==> src/rtl/clk_rst_seq.sv <==
// clk_rst_seq: power-up and recovery sequencer for the board MMCM.
//
// Pulses the MMCM reset, waits for a filtered lock indication and then
// releases the downstream reset lines one by one in index order. If lock is
// lost after the first release, every downstream reset is re-asserted, the
// event is counted and the whole sequence starts again. Runs on a free-running
// clock that does not come from the MMCM.
//
// Optional feature (macro CLK_RST_SEQ_TIMEOUT_EN):
//   defined     - WAIT_LOCK gives up after LOCK_TIMEOUT cycles, counts the
//                 timeout in err_cnt and re-pulses the MMCM reset.
//   not defined - WAIT_LOCK waits forever; no timeout counter is built.
//
// Ports:
//   clk        in   free-running reference clock
//   rst        in   asynchronous active-high reset
//   locked     in   MMCM lock status, asynchronous to clk
//   relock_req in   single-cycle request to force a re-lock (honoured in RUN)
//   mmcm_rst   out  reset to the MMCM
//   rst_out    out  NUM_STAGES active-high downstream resets, released in order
//   ready      out  high once every stage has been released
//   err_cnt    out  saturating count of lock losses and timeouts
//   state      out  current state code (0 RST_MMCM, 1 WAIT_LOCK, 2 RELEASE, 3 RUN)

module clk_rst_seq #(
  parameter int unsigned NUM_STAGES      = 4,
  parameter int unsigned MMCM_RST_CYCLES = 8,
  parameter int unsigned LOCK_FILTER     = 64,
  parameter int unsigned STAGE_DELAY     = 16,
  parameter int unsigned LOCK_TIMEOUT    = 1000000
) (
  input  logic                  clk,
  input  logic                  rst,
  input  logic                  locked,
  input  logic                  relock_req,
  output logic                  mmcm_rst,
  output logic [NUM_STAGES-1:0] rst_out,
  output logic                  ready,
  output logic [7:0]            err_cnt,
  output logic [2:0]            state
);

  localparam int unsigned CntMax = 32'h00FF_FFFF;

  // Every count must fit the 24-bit counters and be at least one cycle long.
  if (NUM_STAGES < 1 || NUM_STAGES > CntMax ||
      MMCM_RST_CYCLES < 1 || MMCM_RST_CYCLES > CntMax ||
      LOCK_FILTER < 1 || LOCK_FILTER > CntMax ||
      STAGE_DELAY < 1 || STAGE_DELAY > CntMax ||
      LOCK_TIMEOUT < 1 || LOCK_TIMEOUT > CntMax) begin : g_param_check
    $error("clk_rst_seq: parameter out of range 1..2^24-1");
  end

  // Terminal values: a counter equal to these on an edge completes its interval.
  localparam logic [23:0] RstLast   = 24'(MMCM_RST_CYCLES - 1);
  localparam logic [23:0] FiltLast  = 24'(LOCK_FILTER - 1);
  localparam logic [23:0] StageLast = 24'(STAGE_DELAY - 1);

  typedef enum logic [2:0] {
    StRstMmcm  = 3'd0,
    StWaitLock = 3'd1,
    StRelease  = 3'd2,
    StRun      = 3'd3
  } state_e;

  state_e                state_q, state_d;
  logic                  locked_meta_q, locked_s_q;
  logic [23:0]           cnt_q, cnt_d;    // MMCM reset length, then stage spacing
  logic [23:0]           filt_q, filt_d;  // consecutive cycles of locked_s
  logic                  mmcm_rst_q, mmcm_rst_d;
  logic [NUM_STAGES-1:0] rst_out_q, rst_out_d;
  logic                  ready_q, ready_d;
  logic [7:0]            err_cnt_q, err_cnt_d;

  // Decisions taken in the case below, applied after it.
  logic                  filt_hit;
  logic                  stage_step;
  logic                  enter_rst;
  logic                  err_inc;

  // Releases always proceed from bit 0 upwards, so the next release pattern is
  // simply the current one shifted left with a zero fill.
  logic [NUM_STAGES-1:0] rst_out_shl;
  assign rst_out_shl = rst_out_q << 1;

`ifdef CLK_RST_SEQ_TIMEOUT_EN
  localparam logic [23:0] ToLast = 24'(LOCK_TIMEOUT - 1);
  logic [23:0] to_q, to_d;

  always_ff @(posedge clk or posedge rst) begin
    if (rst) begin
      to_q <= '0;
    end else begin
      to_q <= to_d;
    end
  end
`endif

  // Two-flop synchronizer for the asynchronous lock indication.
  always_ff @(posedge clk or posedge rst) begin
    if (rst) begin
      locked_meta_q <= 1'b0;
      locked_s_q    <= 1'b0;
    end else begin
      locked_meta_q <= locked;
      locked_s_q    <= locked_meta_q;
    end
  end

  always_ff @(posedge clk or posedge rst) begin
    if (rst) begin
      state_q    <= StRstMmcm;
      cnt_q      <= '0;
      filt_q     <= '0;
      mmcm_rst_q <= 1'b1;
      rst_out_q  <= '1;
      ready_q    <= 1'b0;
      err_cnt_q  <= '0;
    end else begin
      state_q    <= state_d;
      cnt_q      <= cnt_d;
      filt_q     <= filt_d;
      mmcm_rst_q <= mmcm_rst_d;
      rst_out_q  <= rst_out_d;
      ready_q    <= ready_d;
      err_cnt_q  <= err_cnt_d;
    end
  end

  always_comb begin
    state_d    = state_q;
    cnt_d      = cnt_q;
    filt_d     = filt_q;
    mmcm_rst_d = mmcm_rst_q;
    rst_out_d  = rst_out_q;
    ready_d    = ready_q;
    err_cnt_d  = err_cnt_q;
    filt_hit   = 1'b0;
    stage_step = 1'b0;
    enter_rst  = 1'b0;
    err_inc    = 1'b0;
`ifdef CLK_RST_SEQ_TIMEOUT_EN
    to_d       = to_q;
`endif

    unique case (state_q)
      StRstMmcm: begin
        if (cnt_q == RstLast) begin
          state_d    = StWaitLock;
          cnt_d      = '0;
          filt_d     = '0;
          mmcm_rst_d = 1'b0;
`ifdef CLK_RST_SEQ_TIMEOUT_EN
          to_d       = '0;
`endif
        end else begin
          cnt_d = cnt_q + 24'd1;
        end
      end

      StWaitLock: begin
        if (locked_s_q) begin
          if (filt_q == FiltLast) begin
            filt_hit   = 1'b1;
            stage_step = 1'b1;
          end else begin
            filt_d = filt_q + 24'd1;
          end
        end else begin
          filt_d = '0;
        end
`ifdef CLK_RST_SEQ_TIMEOUT_EN
        to_d = to_q + 24'd1;
        // A filter completion on the same edge takes precedence.
        if (!filt_hit && (to_q == ToLast)) begin
          err_inc   = 1'b1;
          enter_rst = 1'b1;
        end
`endif
      end

      StRelease: begin
        if (!locked_s_q) begin
          err_inc   = 1'b1;
          enter_rst = 1'b1;
        end else if (cnt_q == StageLast) begin
          stage_step = 1'b1;
        end else begin
          cnt_d = cnt_q + 24'd1;
        end
      end

      StRun: begin
        // Lock loss outranks a simultaneous relock request.
        if (!locked_s_q) begin
          err_inc   = 1'b1;
          enter_rst = 1'b1;
        end else if (relock_req) begin
          enter_rst = 1'b1;
        end
      end

      default: begin
        enter_rst = 1'b1;
      end
    endcase

    // Release the next stage; the last one lands in RUN on the same edge, which
    // also covers a single-stage build leaving WAIT_LOCK straight for RUN.
    if (stage_step) begin
      rst_out_d = rst_out_shl;
      cnt_d     = '0;
      if (rst_out_shl == '0) begin
        state_d = StRun;
        ready_d = 1'b1;
      end else begin
        state_d = StRelease;
      end
    end

    if (enter_rst) begin
      state_d    = StRstMmcm;
      cnt_d      = '0;
      mmcm_rst_d = 1'b1;
      rst_out_d  = '1;
      ready_d    = 1'b0;
    end

    if (err_inc && (err_cnt_q != 8'hFF)) begin
      err_cnt_d = err_cnt_q + 8'd1;
    end
  end

  assign mmcm_rst = mmcm_rst_q;
  assign rst_out  = rst_out_q;
  assign ready    = ready_q;
  assign err_cnt  = err_cnt_q;
  assign state    = state_q;

endmodule

==> config.mk <==
export PLATFORM = sky130hd
export DESIGN_NAME = clk_rst_seq
export DESIGN_NICKNAME = d
export VERILOG_FILES = /design/src/rtl/clk_rst_seq.sv
export SDC_FILE = /design/constraint.sdc
export NUM_CORES = 1
export LEC_CHECK = 0
export ABC_CLOCK_PERIOD_IN_PS = 2600
export BUFFER_PORTS_ARGS = -buffer_cell sky130_fd_sc_hd__buf_4
export CAP_MARGIN = 20
export CELL_PAD_IN_SITES_DETAIL_PLACEMENT = 1
export CELL_PAD_IN_SITES_GLOBAL_PLACEMENT = 1
export CORE_MARGIN = 2
export CORE_UTILIZATION = 34
export DETAILED_ROUTE_END_ITERATION = 16
export GPL_TIMING_DRIVEN = 1
export PLACE_DENSITY_LB_ADDON = 0.12
export SYNTH_ARGS = -nofsm -noshare
export SYNTH_HDL_FRONTEND = slang
export SYNTH_SLANG_ARGS = --single-unit
==> constraint.sdc <==
create_clock -name clk -period 2.6 [get_ports clk]
set_input_delay 0.39 -clock clk [delete_from_list [all_inputs] [get_ports clk]]
set_output_delay 0.39 -clock clk [all_outputs]
set_load 0.02 [all_outputs]
==> flow_metrics.env <==
export IMPL_grt_antenna_before_repair=0
export IMPL_gp_congestion=0.818
export IMPL_grt_pass1_wl_um=18900
export IMPL_synth_area_mm2=0.00380
export IMPL_nets=476
export IMPL_drt_vias_per_instance=5.64
export IMPL_startpoint="cnt_q[15]"
export IMPL_synth_seq_area_share=0.436
export IMPL_floorplan_rows=38
export IMPL_dieArea_mm2=0.0120
export IMPL_dieWidth_um=110
export IMPL_hold_viol=0
export IMPL_synth_edff_count=0
export IMPL_r2r_slack_ps=130
export IMPL_period_share=0.951
export IMPL_cts_buffer_depth=2
export IMPL_wirelength_um=10800
export IMPL_drive_gt1_frac=0.219
export IMPL_coreArea_mm2=0.0109
export IMPL_fmax_mhz=405
export IMPL_cts_inserted_buffers=9
export IMPL_synth_top_area_frac=0.402
export IMPL_clock_skew_final_ps=8.80
export IMPL_cts_tree="done"
export IMPL_cp_end_kind="flip-flop"
export IMPL_power_total_mw=2.00
export IMPL_drc=0
export IMPL_critPathLaunchType="flip-flop"
export IMPL_clock_sinks=66
export IMPL_synth_area_top_cells="dfrtp_1 (40%), nand2_1 (4.2%), nand3_1 (4.1%)"
export IMPL_hold_ws_ps=32.1
export IMPL_hold_class="in -> async"
export IMPL_drt_initial_drc_count=192
export IMPL_yosys_warnings=0
export IMPL_io_buffers=19
export IMPL_grt_max_degree=26
export IMPL_max_slew_margin=0.497
export IMPL_cts_hold_buf=0
export IMPL_synth_cell_types=64
export IMPL_synth_main_ff_cell="dfrtp_1"
export IMPL_syn_num_nets=421
export IMPL_period_needed_ps=2470
export IMPL_post_drt_wl_per_cell_um=17.7
export IMPL_synth_async_sr_flop_share=1.00
export IMPL_r2r_cells=7
export IMPL_postRouteAntennaNets=0
export IMPL_required_ps=2840
export IMPL_num_antenna_cells=0
export IMPL_drt_pass1_iterations=4
export IMPL_nFillCells=1262
export IMPL_layout_common_cells="dfrtp_1 (61), buf_4 (61), nand2_1 (42)"
export IMPL_area_growth_pct=21.9
export IMPL_die_height_um=110
export IMPL_grt_total_usage=0.205
export IMPL_root_buffer="clkbuf_8"
export IMPL_crit_end="cnt_q[10]"
export IMPL_rsz0062_at_grt="false"
export IMPL_r2r_start="cnt_q[15]"
export IMPL_clk_latency_ps=360
export IMPL_worst_slew_pin_slew_ps=753
export IMPL_outcome="complete, no violations"
export IMPL_grt_overflow=0
export IMPL_vias=3438
export IMPL_synth_seq_cells=66
export IMPL_cap_violations=0
export IMPL_ir_worst_vdd_mv=0.280
export IMPL_hpwl_um=7870
export IMPL_initial_core_util=0.349
export IMPL_crit_arrival_ps=2710
export IMPL_setup_violations=0
export IMPL_critPathKind="reg -> reg"
export IMPL_crit_fanout=20
export IMPL_drv_slew=0
export IMPL_timing_rr_end="cnt_q[10]"
export IMPL_grt_pass1_vias=3720
export IMPL_clk_pin_slew_ps=70
export IMPL_io_pins=21
export IMPL_total_leakage_power_nw=2.05
export IMPL_cellPowerDensity_mw_per_mm2=431
export IMPL_cts_htree_levels=3
export IMPL_synth_top_area_cell="dfrtp_1"
export IMPL_syn_area_per_cell_um2=9.26
export IMPL_postSynthCellCount=410
flip-flops by register name, indices dropped and copies added, names as in the netlist:
name           count
locked_meta_q      1
cnt_q             24
rst_out            4
state              2
ready              1
locked_s_q         1
filt_q            24
err_cnt            8
mmcm_rst           1
power breakdown:
part | switching [mW] | internal (mW)
clock network | 0.414 | 0.490
registers | 0.00580 | 1.03
logic | 0.0398 | 0.0171
total | 0.459 | 1.54
worst min-delay path by stage:
stage                       endpoint  slack [ps]  depth (start not counted)
after CTS                 filt_q[15]          30                          2
after global placement    locked_s_q         340                          0
after detailed placement  locked_s_q         340                          0
final                     filt_q[20]          30                          2
after floorplan           locked_s_q         330                          0
after global routing      filt_q[23]          60                          2
synthesized netlist by cell type (2+ instances only):
cell type	number
o21a_1	4
or4_1	10
nand3_1	31
nand2b_1	2
mux2i_1	3
xnor2_1	12
o22ai_1	6
o21ai_1	12
and3_1	21
a211oi_1	3
dfrtp_1	61
and4_1	2
o31ai_1	9
a221o_1	9
nor4_4	2
a21oi_1	8
buf_2	5
o21ai_0	6
inv_1	14
ha_1	7
o2111ai_1	2
or3_1	6
nor3_1	6
nand2_1	42
nor2b_1	3
nor2_1	29
a22o_1	6
o21ai_2	3
nor4_1	7
a22oi_1	2
dfstp_2	5
nand4_1	14
a31oi_1	3
or2_2	2
a2bb2oi_1	2
o211ai_1	6
o21bai_1	2
and2_1	4
a2111oi_1	2
nor4_2	3
clkbuf_1	11
final cells by class:
class,instances,area [µm²],area share
flip-flops and latches,66,1660,0.358
clock inverters,5,52.6,0.0113
repair buffers,63,498,0.108
well taps,140,175,0.0378
inverters,14,52.6,0.0113
multi-input cells,311,2040,0.441
clock buffers,11,151,0.0327
kinds of logic (layout without fill, tap and decap cells):
kind of cell             Yosys count  in the layout  share of synthesized area
adder cells (fa/ha/maj)            7              7                     0.0231
AO/OA/AOI/OAI                     95             95                      0.184
buffers and inverters             33             93                     0.0372
other                              1              1                   0.000987
XOR/XNOR                          13             13                     0.0300
multiplexers                       4              4                     0.0109
AND/OR/NAND/NOR                  191            191                      0.278
flip-flops                        66             66                      0.436
worst max-delay path, stage by stage (launching register included):
cell     delay, ps
dfrtp_1        460
nor4_4         430
nand4_1        220
o41a_1         490
o21a_1         150
buf_12         160
and3_1         160
a221o_1        260
through the flow:
| stage | util | worst slack, ps | cell area [µm²] | cells | setup TNS, ps |
|---|---|---|---|---|---|
| 2_1_floorplan | - | 66.4 | 3800 | 410 | 0 |
| 3_3_place_gp | 0.400 | -117 | 4360 | 592 | -651 |
| 3_5_place_dp | 0.400 | -160 | 4360 | 592 | -2090 |
| 4_1_cts | 0.422 | 41.7 | 4590 | 608 | 0 |
| 5_1_grt | 0.425 | 5.51 | 4630 | 610 | 0 |
| 6_report | 0.425 | 128 | 4630 | 610 | 0 |
per-layer routing:
| layer | track usage | wire length [µm] | vias to the layer above |
|---|---|---|---|
| met1 | 0.277 | 5220 | 1733 |
| met5 | 0 | 0 | - |
| li1 | - | - | 1649 |
| met3 | 0.0368 | 303 | 12 |
| met2 | 0.323 | 5120 | 44 |
| met4 | 0.0859 | 170 | 0 |
repair_timing:
action                                  4_1_cts  5_1_grt
resized for setup                             4        3
pin swaps                                     0        1
endpoints found under the setup margin       28       21
setup buffers                                 0        2
Power figures use the tool's default switching activity.
